**src/rtl/mem_port_arbiter.sv**
```systemverilog
// Shares one single-port synchronous memory between instruction fetch and load/store.
// Data has priority, fetch is forced after a bounded run of data grants, and a tag pipeline routes read responses back to their requester.
module mem_port_arbiter #(
  parameter int RD_LATENCY = 1,
  parameter int STARVE_MAX = 4
) (
  input  logic        clk,
  input  logic        rst,

  input  logic        i_req_i,
  input  logic [31:0] i_addr_i,
  output logic        i_gnt_o,
  output logic        i_rvalid_o,
  output logic [31:0] i_rdata_o,

  input  logic        d_req_i,
  input  logic        d_we_i,
  input  logic [3:0]  d_be_i,
  input  logic [31:0] d_addr_i,
  input  logic [31:0] d_wdata_i,
  input  logic        d_lock_i,
  output logic        d_gnt_o,
  output logic        d_rvalid_o,
  output logic [31:0] d_rdata_o,

  output logic        mem_req_o,
  output logic        mem_we_o,
  output logic [3:0]  mem_be_o,
  output logic [31:0] mem_addr_o,
  output logic [31:0] mem_wdata_o,
  input  logic [31:0] mem_rdata_i
);

  localparam logic [0:0] LOCK_UNLOCKED = 1'b0;
  localparam logic [0:0] LOCK_LOCKED   = 1'b1;
  localparam logic [3:0] STARVE_LIM    = 4'(STARVE_MAX);

  typedef struct packed {
    logic valid;
    logic is_data;
    logic is_write;
  } tag_t;

  logic [0:0] lock_state;
  logic [0:0] lock_state_next;
  logic [3:0] starve_cnt;
  logic       fetch_forced;
  logic       grant_i;
  logic       grant_d;

  tag_t       tag_pipe [RD_LATENCY];
  tag_t       tag_in;
  tag_t       tag_tail;

  // Grants are gated by rst so every output reads 0 while reset is held.
  always_comb begin
    // NOTE: every variable gets a default before any branch so no latch is inferred.
    grant_i      = 1'b0;
    grant_d      = 1'b0;
    fetch_forced = i_req_i && d_req_i && (starve_cnt == STARVE_LIM);
    if (!rst) begin
      if (lock_state == LOCK_LOCKED) begin
        grant_d = d_req_i;
      end else if (fetch_forced) begin
        grant_i = 1'b1;
      end else if (d_req_i) begin
        grant_d = 1'b1;
      end else if (i_req_i) begin
        grant_i = 1'b1;
      end
    end
  end

  assign i_gnt_o   = grant_i;
  assign d_gnt_o   = grant_d;
  assign mem_req_o = grant_i | grant_d;

  always_comb begin
    lock_state_next = lock_state;
    if (grant_d) begin
      lock_state_next = d_lock_i ? LOCK_LOCKED : LOCK_UNLOCKED;
    end
  end

  // A locked data grant may still count while saturated; the forced fetch simply waits for unlock.
  always_ff @(posedge clk or posedge rst) begin
    if (rst) begin
      lock_state <= LOCK_UNLOCKED;
      starve_cnt <= '0;
    end else begin
      // NOTE: sequential state uses non-blocking assignments so all flops update from pre-edge values.
      lock_state <= lock_state_next;
      if (grant_i || !i_req_i) begin
        starve_cnt <= '0;
      end else if (grant_d && (starve_cnt != STARVE_LIM)) begin
        starve_cnt <= starve_cnt + 4'd1;
      end
    end
  end

  always_comb begin
    mem_we_o    = 1'b0;
    mem_be_o    = 4'h0;
    mem_addr_o  = 32'h0;
    mem_wdata_o = 32'h0;
    if (grant_d) begin
      mem_we_o    = d_we_i;
      mem_be_o    = d_be_i;
      mem_addr_o  = d_addr_i;
      mem_wdata_o = d_wdata_i;
    end else if (grant_i) begin
      mem_be_o   = 4'hF;
      mem_addr_o = i_addr_i;
    end
  end

  assign tag_in = '{valid: grant_i | grant_d, is_data: grant_d, is_write: grant_d & d_we_i};

  always_ff @(posedge clk or posedge rst) begin
    if (rst) begin
      // NOTE: this small tag pipeline is reset because stale valid bits would fire responses after reset.
      for (int i = 0; i < RD_LATENCY; i++) begin
        tag_pipe[i] <= '0;
      end
    end else begin
      tag_pipe[0] <= tag_in;
      for (int i = 1; i < RD_LATENCY; i++) begin
        tag_pipe[i] <= tag_pipe[i-1];
      end
    end
  end

  assign tag_tail   = tag_pipe[RD_LATENCY-1];
  assign i_rvalid_o = tag_tail.valid & ~tag_tail.is_data;
  assign d_rvalid_o = tag_tail.valid &  tag_tail.is_data;
  assign i_rdata_o  = i_rvalid_o ? mem_rdata_i : 32'h0;
  assign d_rdata_o  = (d_rvalid_o && !tag_tail.is_write) ? mem_rdata_i : 32'h0;

endmodule

```
**config.mk**
```make
export PLATFORM = sky130hd
export DESIGN_NAME = mem_port_arbiter
export DESIGN_NICKNAME = d
export VERILOG_FILES = /design/src/rtl/mem_port_arbiter.sv
export SDC_FILE = /design/constraint.sdc
export NUM_CORES = 1
export LEC_CHECK = 0
export ABC_AREA = 1
export ABC_CLOCK_PERIOD_IN_PS = 1900
export BUFFER_PORTS_ARGS = -buffer_cell sky130_fd_sc_hd__buf_2
export CAP_MARGIN = 20
export CORE_AREA = 2 2 107 109
export DETAILED_ROUTE_END_ITERATION = 7
export DIE_AREA = 0 0 109 111
export PLACE_DENSITY = 0.58
export SYNTH_ARGS = -nofsm -noshare
export SYNTH_HDL_FRONTEND = slang
export SYNTH_SLANG_ARGS = --single-unit
```
**constraint.sdc**
```tcl
create_clock -name clk -period 1.9 [get_ports clk]
set_input_delay 0.19 -clock clk [delete_from_list [all_inputs] [get_ports clk]]
set_output_delay 0.19 -clock clk [all_outputs]
set_load 0.01 [all_outputs]
```
==> impl_metrics.yaml <==
job:
  cap_violations: 0
timing:
  finalClockSkew_ns: 0.00210
  tightest_slew_ns: 0.566
  period_minus_slack_ns: 1.89
  fin_ws_ns: 0.0142
  slew_viol_final: 0
  finalSetupViolCount: 0
  rsz0062_at_grt: "yes"
  fmax_mhz: 530
  period_share_pct: 99.3
  setup_tns_ns: 0
  hold_viol_final: 0
  hold_slack_ns: 0.192
  slew-limit-headroom_pct: 62.3
yosys:
  ys_ff_latch: 8
  syn_area_um2: 1780
  avgSynthCellArea_um2: 5.19
  synth_top_family_by_area: "simple AND/OR/NAND/NOR gates"
  synth_nets: 483
  synth_mux_area_share_pct: 0
  synth-seq-area-share_pct: 11.2
  synth_xor_area_share_pct: 0.492
  synth.largest_area_cell: "nor2_1"
  synth_fa_ha_area_share_pct: 1.40
  yosys_warnings: 0
  ys_top_cells_by_count: "nor2_1 (103), nand2_1 (83), inv_1 (76)"
  ys_async_sr_fraction_pct: 100
  ys.flop_type: "dfrtp_1"
  syn_inst: 343
  synth.most_common_cell: "nor2_1"
  yosysTopAreaCellShare_pct: 21.7
  synthSimpleGateAreaFrac_pct: 62.1
  synth_edf_count: 0
  synth_compound_area_share_pct: 0.281
  yosys-top-cells-area: "nor2_1 (22%), nand2_1 (17%), nand3_2 (17%)"
  ys_types: 20
place:
  gp_congestion: 0.805
  place_ws_ns: 0.101
  io_buffers: 275
  postPlaceCellArea_um2: 3300
  hpwl_um: 6830
run_status:
  outcome: "complete, no violations"
clocking:
  clk_pin_slew_ns: 0.04
  cts_tree: "built"
  cts_made_buffers: 3
  cts_root_buffer: "clkbuf_16"
  clock_sinks: 8
  htreeDepth: 1
  cts_buffer_depth: 2
  clock_latency_ns: 0.23
cells_and_area:
  layout-drive-gt1-share_pct: 55.8
  area_growth_pct: 104
  seq_area_um2: 200
  n_antenna_cell: 0
  multi_input_area_um2: 1200
  nNetsFinal: 766
  final_area_um2: 3630
  fillCellCount: 1254
critical_path:
  r2r_end: "lock_state$_DFFE_PP0P_"
  crit_required_ns: 1.71
  cp-start-kind: "flop"
  crit_type: "reg -> out"
  cpMaxStageDelayCell: "dfrtp_1"
  slowest_delay_ns: 0.39
  worst_path_dominant_cell_family: "simple AND/OR/NAND/NOR gates"
  path_max_fanout: 12
  crit_chain: "inv_2, ha_4, nand3_4, or2_4, nand2_8, clkbuf_16, nor2_1, buf_2"
  regToRegSetupSlack_ns: 0.35
  critical_path_buf_inv_count: 3
  crit_arrival_ns: 1.70
  reg2reg_depth: 8
  r2r_start: "starve_cnt[1]$_DFFE_PP0P_"
  cp-end-kind: "output pin"
route:
  finalWirelength_um: 8660
  dr_total_vias: 2991
  antenna_left: 0
  viasPerCell: 3.90
  drc: 0
  drt-wirelength-per-cell_um: 11.3
  drt_first_pass_iters: 4
  drt_iter0_markers: 104
min_path:
  min_from: "d_we_i"
  hold_class: "in -> reg"
  hold_end: "tag_pipe[0]$_DFF_PP0_"
  hold_path_depth: 3
global_route:
  grt_pass1_wl_um: 11900
  grt_start_max_net_pins: 36
  gr-total-overflow: 0
  antenna_found_initial: 0
  grt_util_all_layers_pct: 12.1
  first_global_vias: 2559
floorplan:
  die_w_um: 109
  die_height_um: 111
  dieArea_um2: 12100
  start_util_pct: 16.1
  io_pins: 276
  core_um2: 11100
  num_rows: 39
power_and_ir_drop:
  powerDensity_nw_per_um2: 322
  ir_drop_uv: 273
  power_leakage_nw: 2.59
  power.total_mw: 1.17
==> sequential cells by signal (all words and copies together) (netlist names) <==
register    cells
lock_state      1
starve_cnt      4
tag_pipe        3
==> final cells by class <==
type | instances | share of cell area (%)
clock buffer | 3 | 2.07
inverter | 77 | 8.07
multi-input combinational | 237 | 33.1
sequential | 8 | 5.52
tap | 143 | 4.93
timing repair buffer | 298 | 46.1
timing repair inverter | 1 | 0.207
==> power breakdown <==
group          switching, mW  leakage, nW  internal (mW)
clock network         0.0873       0.0370          0.272
registers            0.00521        0.107          0.180
logic                  0.330         2.44          0.292
==> worst max path at each step <==
stage,from,to,depth (start not counted)
after floorplan,starve_cnt[0]$_DFFE_PP0P_,mem_addr_o[10],8
after global placement,starve_cnt[0]$_DFFE_PP0P_,mem_req_o,8
after detailed placement,starve_cnt[0]$_DFFE_PP0P_,mem_req_o,8
after CTS,starve_cnt[0]$_DFFE_PP0P_,mem_wdata_o[26],8
after global routing,starve_cnt[1]$_DFFE_PP0P_,mem_wdata_o[24],8
final,starve_cnt[1]$_DFFE_PP0P_,mem_wdata_o[15],8
==> timing repair <==
item                       4_1_cts  5_1_grt
hold endpoints to repair         8        0
setup endpoints to repair       71      101
gates resized for setup          7       14
buffers inserted                 3        7
pin swaps                        3        2
gates cloned                     2        3
hold buffers                     1        0
==> stage by stage <==
| stage | util [%] | cells |
|---|---|---|
| after floorplan | - | 343 |
| after global placement | 29.8 | 748 |
| after detailed placement | 29.8 | 748 |
| after CTS | 31.3 | 757 |
| after global routing | 32.8 | 767 |
| final | 32.8 | 767 |
==> kinds of logic after synthesis <==
| group | after synthesis |
|---|---|
| AO/OA/AOI/OAI | 1 |
| adder cells (fa/ha/maj) | 2 |
| flip-flops | 8 |
| AND/OR/NAND/NOR | 233 |
| XOR/XNOR | 1 |
| buffers and inverters | 98 |
==> layout by cell type (no fill, tap or decap), types with 2 or more instances in the layout <==
master      synthesis  routed
buf_4               3      12
nor2_1            103     100
clkbuf_16           0       5
nand3_1            10       7
clkinvlp_4          0       2
buf_2               4     274
nand3_2            30      33
buf_12              0       4
nor2_2              1       3
buf_6               7       4
nand2_1            83      82
inv_2               1       3
inv_1              76      73
dfrtp_1             8       8
nand4_1             2       2
==> per-layer routing <==
| layer | track usage (%) | vias to the layer above | share of wire (%) |
|---|---|---|---|
| met5 | 0 | - | 0 |
| met4 | 1.79 | 0 | 0.54 |
| met3 | 1.65 | 4 | 9.3 |
| met2 | 22.9 | 181 | 50 |
| met1 | 14.5 | 1262 | 40 |
| li1 | - | 1544 | - |
==> worst min-delay path: cells and delay by family <==
kind          cells  cell delay (ns)
simple gates      1             0.05
buf+inv           2             0.15
Power figures use the tool's default switching activity.
